<file path="config.mk">
export PLATFORM = sky130hd
export DESIGN_NAME = ddc_hop_ctrl
export DESIGN_NICKNAME = d
export VERILOG_FILES = /design/src/rtl/ddc_hop_pkg.sv /design/src/rtl/ddc_hop_tbl.sv /design/src/rtl/ddc_hop_ctrl.sv
export SDC_FILE = /design/constraint.sdc
export NUM_CORES = 1
export LEC_CHECK = 0
export CAP_MARGIN = 10
export CORE_MARGIN = 1
export CORE_UTILIZATION = 40
export DETAILED_ROUTE_END_ITERATION = 12
export PLACE_DENSITY = 0.59
export SYNTH_ARGS = -nofsm -noshare
export SYNTH_HDL_FRONTEND = slang
export SYNTH_SLANG_ARGS = --single-unit
</file>
<file path="constraint.sdc">
create_clock -name clk_200m -period 4.3 [get_ports clk_200m]
set_input_delay 0.86 -clock clk_200m [delete_from_list [all_inputs] [get_ports clk_200m]]
set_output_delay 0.86 -clock clk_200m [all_outputs]
set_load 0.1 [all_outputs]
</file>
<file path="src/rtl/ddc_hop_pkg.sv">
// Shared constants and FSM state type for the receive-DDC frequency-hop sequencer.
package ddc_hop_pkg;

    localparam int FCW_W   = 28;
    localparam int DEPTH   = 16;
    localparam int ADDR_W  = 4;
    localparam int DWELL_W = 16;
    localparam int SETTLE  = 6;

    localparam int SETTLE_CNT_W = $clog2(SETTLE + 1);

    typedef enum logic [1:0] {
        ST_IDLE   = 2'd0,
        ST_LOAD   = 2'd1,
        ST_SETTLE = 2'd2,
        ST_DWELL  = 2'd3
    } state_t;

endpackage

</file>
<file path="src/rtl/ddc_hop_tbl.sv">
// Hop table: DEPTH x FCW_W register file, synchronous write, asynchronous read.
// A same-cycle write and read of one address returns the old word.
module ddc_hop_tbl
    import ddc_hop_pkg::*;
(
    input  logic              clk_200m,
    input  logic              wr_en,
    input  logic [ADDR_W-1:0] wr_addr,
    input  logic [FCW_W-1:0]  wr_data,
    input  logic [ADDR_W-1:0] rd_addr,
    output logic [FCW_W-1:0]  rd_data
);

    // Contents are deliberately not reset; software loads the table before start.
    logic [FCW_W-1:0] mem [DEPTH];

    always_ff @(posedge clk_200m) begin
        if (wr_en) begin
            mem[wr_addr] <= wr_data;
        end
    end

    assign rd_data = mem[rd_addr];

endmodule

</file>
<file path="src/rtl/ddc_hop_ctrl.sv">
// Frequency-hop sequencer: LOAD -> SETTLE (blank while the new tone propagates) -> DWELL.
// Optional hop counter built when DDC_HOP_CNT_EN is defined; otherwise hop_count is 0.
module ddc_hop_ctrl
    import ddc_hop_pkg::*;
(
    input  logic               clk_200m,
    input  logic               cfg_rst,
    input  logic               tbl_wr_en,
    input  logic [ADDR_W-1:0]  tbl_wr_addr,
    input  logic [FCW_W-1:0]   tbl_wr_data,
    input  logic [ADDR_W:0]    hop_len,
    input  logic [DWELL_W-1:0] dwell_cycles,
    input  logic               start,
    input  logic               stop,
    output logic [FCW_W-1:0]   fcw_data,
    output logic               rx_dds_en,
    output logic               iq_valid,
    output logic               busy,
    output logic [ADDR_W-1:0]  hop_idx,
    output logic               hop_strobe,
    output logic [31:0]        hop_count
);

    state_t                  state, state_nxt;
    logic [ADDR_W-1:0]       idx;
    logic [ADDR_W:0]         eff_len, len_clamped;
    logic [DWELL_W-1:0]      eff_dwell, dwell_clamped, dwell_cnt;
    logic [SETTLE_CNT_W-1:0] settle_cnt;
    logic [FCW_W-1:0]        rd_data;
    logic                    settle_last, dwell_last, idx_last;
    logic                    enter_load, start_accept;

    ddc_hop_tbl u_tbl (
        .clk_200m (clk_200m),
        .wr_en    (tbl_wr_en),
        .wr_addr  (tbl_wr_addr),
        .wr_data  (tbl_wr_data),
        .rd_addr  (idx),
        .rd_data  (rd_data)
    );

    always_comb begin
        len_clamped = hop_len;
        if (hop_len == '0) begin
            len_clamped = (ADDR_W+1)'(1);
        end else if (hop_len > (ADDR_W+1)'(DEPTH)) begin
            len_clamped = (ADDR_W+1)'(DEPTH);
        end
    end

    assign dwell_clamped = (dwell_cycles == '0) ? DWELL_W'(1) : dwell_cycles;

    assign settle_last = (settle_cnt == SETTLE_CNT_W'(SETTLE - 1));
    assign dwell_last  = (dwell_cnt == eff_dwell - DWELL_W'(1));
    // >= also wraps safely if idx somehow sits beyond the active length
    assign idx_last    = ({1'b0, idx} >= eff_len - (ADDR_W+1)'(1));

    always_comb begin
        state_nxt = state;
        case (state)
            ST_IDLE:   if (start && !stop) state_nxt = ST_LOAD;
            ST_LOAD:   state_nxt = ST_SETTLE;
            ST_SETTLE: if (settle_last) state_nxt = ST_DWELL;
            ST_DWELL:  if (dwell_last) state_nxt = ST_LOAD;
            default:   state_nxt = ST_IDLE;
        endcase
        if (stop && (state != ST_IDLE)) begin
            state_nxt = ST_IDLE;
        end
    end

    assign enter_load   = (state_nxt == ST_LOAD);
    assign start_accept = (state == ST_IDLE) && enter_load;

    always_ff @(posedge clk_200m or posedge cfg_rst) begin
        if (cfg_rst) begin
            state      <= ST_IDLE;
            idx        <= '0;
            eff_len    <= '0;
            eff_dwell  <= '0;
            dwell_cnt  <= '0;
            settle_cnt <= '0;
            fcw_data   <= '0;
        end else begin
            state <= state_nxt;
            if (enter_load) begin
                eff_len   <= len_clamped;
                eff_dwell <= dwell_clamped;
            end
            if (state == ST_LOAD) begin
                fcw_data <= rd_data;
            end
            settle_cnt <= ((state == ST_SETTLE) && (state_nxt == ST_SETTLE))
                          ? settle_cnt + SETTLE_CNT_W'(1) : '0;
            dwell_cnt  <= ((state == ST_DWELL) && (state_nxt == ST_DWELL))
                          ? dwell_cnt + DWELL_W'(1) : '0;
            if (state_nxt == ST_IDLE) begin
                idx <= '0;
            end else if ((state == ST_DWELL) && enter_load) begin
                idx <= idx_last ? '0 : idx + ADDR_W'(1);
            end
        end
    end

    assign hop_strobe = (state == ST_LOAD);
    assign rx_dds_en  = (state == ST_SETTLE) && (settle_cnt == '0);
    assign iq_valid   = (state == ST_DWELL);
    assign busy       = (state != ST_IDLE);
    assign hop_idx    = idx;

`ifdef DDC_HOP_CNT_EN
    logic [31:0] hop_cnt_q;

    // Starting from IDLE counts as the first hop of a fresh run.
    always_ff @(posedge clk_200m or posedge cfg_rst) begin
        if (cfg_rst) begin
            hop_cnt_q <= '0;
        end else if (start_accept) begin
            hop_cnt_q <= 32'd1;
        end else if (enter_load) begin
            hop_cnt_q <= hop_cnt_q + 32'd1;
        end
    end

    assign hop_count = hop_cnt_q;
`else
    assign hop_count = '0;
`endif

endmodule
</file>
; ---- Word-level counts from Yosys, hierarchy flattened
; Memories as Yosys holds them, arrays and structs flattened. A register that Yosys moved wholly into a read port is not among the register bits.
; Cells that the tools add are included.
[totals]
memories = 1
ram_bits = 448
inputBits = 58
reg_bits = 46
elab_cells = 51
output_inout_bits = 68
[op_classes]
n_mux = 15
n_reduce_logical = 14
addsub = 5
magnitude_cmp = 2
n_eq_ne = 8
[memory_table]
columns = name, depth, width, read_ports, rd_clocked_by_memory_dff, wr, line
row1 = u_tbl.mem, 16, 28, 1, 1, 1, ddc_hop_tbl.sv:15  ; logic [FCW_W-1:0] mem [DEPTH];
[op_table]
columns = cell, n
row1 = 16-bit 2-to-1 mux, 2
row2 = "16-bit by 1-bit adder with 16-bit output, second input constant", 1
row3 = 16-bit equality test, 1
row4 = 16-bit zero test, 1
row5 = "16-bit by 1-bit subtractor with 16-bit output, second input constant", 1
row6 = 4-bit 2-to-1 mux, 3
row7 = 5-bit 2-to-1 mux, 2
row8 = "2-bit equality test, second input constant", 4
row9 = 2-bit 2-to-1 mux, 4
row10 = 2-bit one-hot mux with 4 select lines, 1
row11 = 1-bit logical AND, 6
row12 = 4-bit by 5-bit >= comparator with 1-bit output, 1
row13 = "5-bit greater-than comparator, second input constant", 1
row14 = 5-bit zero test, 1
row15 = "5-bit by 1-bit subtractor with 5-bit output, second input constant", 1
row16 = "4-bit by 1-bit adder with 4-bit output, second input constant", 1
row17 = "2-bit by 1-bit equality test with 1-bit output, second input constant", 2
row18 = 2-bit zero test, 2
row19 = 2-bit nonzero test, 2
row20 = "3-bit by 1-bit adder with 3-bit output, second input constant", 1
row21 = "3-bit equality test, second input constant", 1
row22 = 3-bit zero test, 1
row23 = 3-bit 2-to-1 mux, 1
row24 = 1-bit 2-to-1 mux, 2
row25 = 1-bit zero test, 1

; ---- Logic depth before layout (Yosys ltp)
[depth]
depth_word = 9
ltp_mapped = 12
mapped_depth_nobuf = 10

; ---- By module
; A second synthesis with hierarchy kept.
[hier_totals]
hier_cells = 1088
area_unflattened_um2 = 21122.8
[modules_own_cells]
columns = mod, area_each_um2, cells_each, instances
row1 = ddc_hop_tbl, 16973.8, 707, 1
row2 = ddc_hop_ctrl, 4149.0, 381, 1

; ---- Worst setup path before layout
; No wires, ideal clock.
[synth_path]
path_kind = input-to-reg
from = in tbl_wr_addr[2]
to = mem u_tbl.mem[0][0] (enable)
arrival_ns = 3.310
setup_ns = 0.448
n_path_buf = 0
path_stages = 2
slack_ns = 0.541
path_cell_list = or3b_2 nor3_1
[synth_rtl]
columns = item, line
row1 = from (decl), ddc_hop_ctrl.sv:9  ; input logic [ADDR_W-1:0] tbl_wr_addr,
row2 = to (decl), ddc_hop_tbl.sv:15
; Straight into the memory's write port.

; ---- Final worst setup path
[layout_path]
from = reg state[0]
to = out rx_dds_en
[layout_via]
elab_chain_cells = 2
[layout_rtl]
columns = item, line
row1 = from (decl), ddc_hop_ctrl.sv:24  ; state_t state, state_nxt;
row2 = from (signal assigned), ddc_hop_ctrl.sv:85  ; state <= state_nxt;
row3 = 2-bit equality test, ddc_hop_ctrl.sv:106  ; assign rx_dds_en = (state == ST_SETTLE) && (settle_cnt == '0);
row4 = 1-bit logical AND, ddc_hop_ctrl.sv:106
row5 = to (decl), ddc_hop_ctrl.sv:16  ; output logic rx_dds_en,
; Every way passes these cells.

==> summary.md <==
| Metric | Value |
|---|---|
| P_leak | 0.00800 uW |
| Slowest stage delay, CP | 1.17 ns |
| Final min period | 3.49 ns |
| FF-to-FF End | eff_dwell[11] |
| FMAX | 287 MHz |
| Clock Sinks | about 520 |
| Hold buffers post-CTS | 0 |
| Tcrit/Tclk final | 81.2% |
| Yosys warnings | 0 |
| Pwr dens | 494 nW/um2 |
| Post-Syn Area | 21,200 um2 |
| Slew Limit Fails | 0 |
| Power Internal | just over 9000 uW |
| Area of the die | 53,900 um2 |
| Fin Clk Skew | 0.0296 ns |
| Number of synthesized flops with an enable pin | 448 |
| First-pass GRT wire length | 71,700 um |
| Cts repair resizes | 0 |
| Reg-to-reg startpoint | eff_dwell[0] |
| Reg clk slew, reported paths | 0.06 ns |
| Post-Syn Instances | 1,235 |
| Worst-Margin Slew | 1.07 ns |
| Die Wd | approximately 230 um |
| Peak supply drop | 0.331 mV |
| DR WL/cell | 22.6 um |
| FF-to-FF setup slack | between 0.8 and 0.9 ns |
| Post-route total power | 12,300 uW |
| CTS tree | done |
| Largest net degree at the start of global routing | slightly above 60 |
| Vias/cell | 5.42 |
| HP Class | reg2reg |
| Worst Path Max Fanout | 5 |
| Asr flop ratio synth | 14.2% |
| Drt drc | 0 |
| Psw | approximately 3200 uW |
| RSZ-0062 raised after global routing | false |
| Post-CTS setup buffer count | 0 |
| Non-Filler Instances | 2,087 |
| CP endpoint | rx_dds_en |
| CP Depth | 3 |
| Status | complete, no violations |
| Final nets | 1,421 |
| Core area | 52,400 um2 |
| Startpoint Class | flop |
| Crit Path Category | reg2out |
| Vias after detailed routing | 11,300 |
| Initial DRC Count | 839 |
| Detailed Routing Iterations Pass 1 | 5 |
| CTS Buf Count | 55 |
| Clock Tree Root | clkbuf_16 |
| Post-synth top area share | between 60% and 70% |
| Most used flip-flop cell after synthesis | edfxtp_1 |
| Total negative slack | 0 ns |
| Yosys top cell by area | edfxtp_1 |
| H-tree depth | 2 |
| Clk_lat worst skew | 0.62 ns |
| Die Y | 232 um |
| Reg power frac | between 40% and 50% |
| Synth unique cells | between 60 and 70 |
| Slowest library cell on the worst path | clkdlybuf4s50_1 |
| Combinational share of power | 11.2% |
| Ports | 126 |
| DRT Wirelength | 47,100 um |
| Setup crit end kind | output pin |
| Placed Instances | 1,983 |
| # port buffers | 93 |
| Flops & latches, synth | 522 |
| CP Buf/Inv Count | 1 |
| Share of layout cells above drive strength 1 | 16.9% |
| Max clock buf depth | 3 |
| Clock share of power | 41.2% |
| Site Rows | 84 |
| Routability cong. | 0.757 |
| Synth top area cells | edfxtp_1 (63%), dfrtp_1 (8.7%), mux4_2 (5.9%), mux2i_1 (5.5%), o221ai_1 (3.5%) |
| Sequential fraction of the synthesis area | slightly above 70% |
| CP Launch Point | state[0] |
| Antenna diode count | 0 |
| Area grow syn2layout | 17.9% |
| Initial core utilization | 40.4% |
| Final Hold Fails | 0 |
| Max-cap violations | 0 |
| Syn Area/Cell | 17.2 um2 |
| Vias in the first global route | between 10,000 and 15,000 |
| # setup viols final | 0 |
| Worst-path cell chain | nand2b_1 > nor3b_1 > clkdlybuf4s50_1 |
| Worst EP required | 3.44 ns |
| Slew margin rel. | 28.4% |
| FF-to-FF path depth | 10 |
| Congestion Overflow GR | 0 |
| Worst path arrival time | around 2.6 ns |
| Initial antenna violation count | 1 |
| Crit path max-delay family | buffers and inverters |
| Switching Fraction | 25.7% |
| Total Routing Usage GR | 17.8% |
| Post-route ant nets | 0 |
| HPWL after DPL | 27,000 um |
## tightest hold or removal path: cells and delay by family (launching register included)
family             cells  cell delay [ns]
DFF                    1             0.34
and+or+nand+nor        1             0.04
AOI/OAI and AO/OA      1             0.06
## placed cells by master (no fill, tap or decap), drive strengths merged, types with 6 or more instances in the layout
cell and count:
clkinv 20, nor4 10, xor2 11, bufinv 8
nand3 15, edfxtp 448, o21ai 34, dfrtp 74
clkdlybuf4s50 91, ha 11, xnor2 24, mux2 20
nor3 11, nand2b 7, and3 6, nand2 91
conb 32, mux2i 116, buf 34, nor2 45
inv 23, clkbuf 71, o221ai 84, mux4 56
## cells by family (layout without fill, tap and decap cells)
kind of cell | after synthesis | count (layout) | synth area share, %
AO/OA/AOI/OAI | 148 | 148 | 5.51
adder cells (fa/ha/maj) | 11 | 11 | 0.649
flip-flops | 522 | 522 | 72.2
other | 1 | 32 | 0.0177
AND/OR/NAND/NOR | 209 | 209 | 4.63
XOR/XNOR | 35 | 35 | 1.45
buffers and inverters | 117 | 250 | 2.80
multiplexers | 192 | 192 | 12.8
## per-layer routing
| layer | track usage [%] | wire (um) | vias to the layer above |
|---|---|---|---|
| li1 | - | - | 5085 |
| met1 | 25.1 | 21300 | 5818 |
| met2 | 28.4 | 22400 | 343 |
| met3 | 2.81 | 2510 | 72 |
| met4 | 4.83 | 884 | 0 |
| met5 | 0 | 0 | - |
## Yosys cell counts (all sizes together), types with 4 or more instances
cell,instances
dfrtp,74
nand2b,7
ha,11
o221ai,84
nand3,15
edfxtp,448
xor2,11
nand4,4
nand2,91
nor2b,4
buf,55
mux4,56
clkbuf,41
or4,5
mux2i,116
nor2,45
o21ai,34
inv,20
nor4,10
and3,6
xnor2,24
mux2,20
nor3,11
## sequential cells by signal, indices dropped and copies added (netlist names)
name / cells
state: 2
hop_idx: 4
fcw_data: 28
dwell_cnt: 16
eff_len: 5
eff_dwell: 16
settle_cnt: 3
u_tbl.mem: 448
## how the worst min path moves through the flow
stage | startpoint | endpoint | slack (ns) | depth (start not counted)
final | fcw_data[25] | fcw_data[25] | 0.48 | 2
after global routing | fcw_data[6] | fcw_data[6] | 0.52 | 2
after CTS | fcw_data[25] | fcw_data[25] | 0.48 | 2
after detailed placement | fcw_data[25] | fcw_data[25] | 0.47 | 2
after global placement | fcw_data[0] | fcw_data[0] | 0.46 | 2
after floorplan | settle_cnt[0] | settle_cnt[0] | 0.47 | 1
## area by class of cell
cell class / count / area [um2]
clock buffer: 71 / 1550
tap: 688 / 861
inverter: 21 / 80.1
clock inverter: 33 / 442
fill: 4394 / 27400
timing repair buffer: 125 / 1220
multi-input combinational: 627 / 5540
sequential: 522 / 15300
## stage by stage
stage | cell area [um2] | utilization (%) | setup WS [ns] | hold slack, ns
floorplan | 21300 | - | 0.541 | 0.472
global placement | 23000 | 43.9 | 0.935 | 0.463
detailed placement | 23000 | 43.9 | 0.833 | 0.470
finish | 25000 | 47.7 | 0.810 | 0.479
global route | 25000 | 47.7 | 0.590 | 0.518
CTS | 25000 | 47.7 | 0.764 | 0.484
## power by group through the flow
stage / registers (uW) / logic (uW) / clock network (uW)
after global placement: 5970 / 1380 / 0
after floorplan: 6390 / 601 / 0
after CTS: 5870 / 1400 / 5210
final: 5870 / 1390 / 5090
after detailed placement: 5970 / 1390 / 0
after global routing: 5900 / 1470 / 5400
Power figures use the tool's default switching activity.
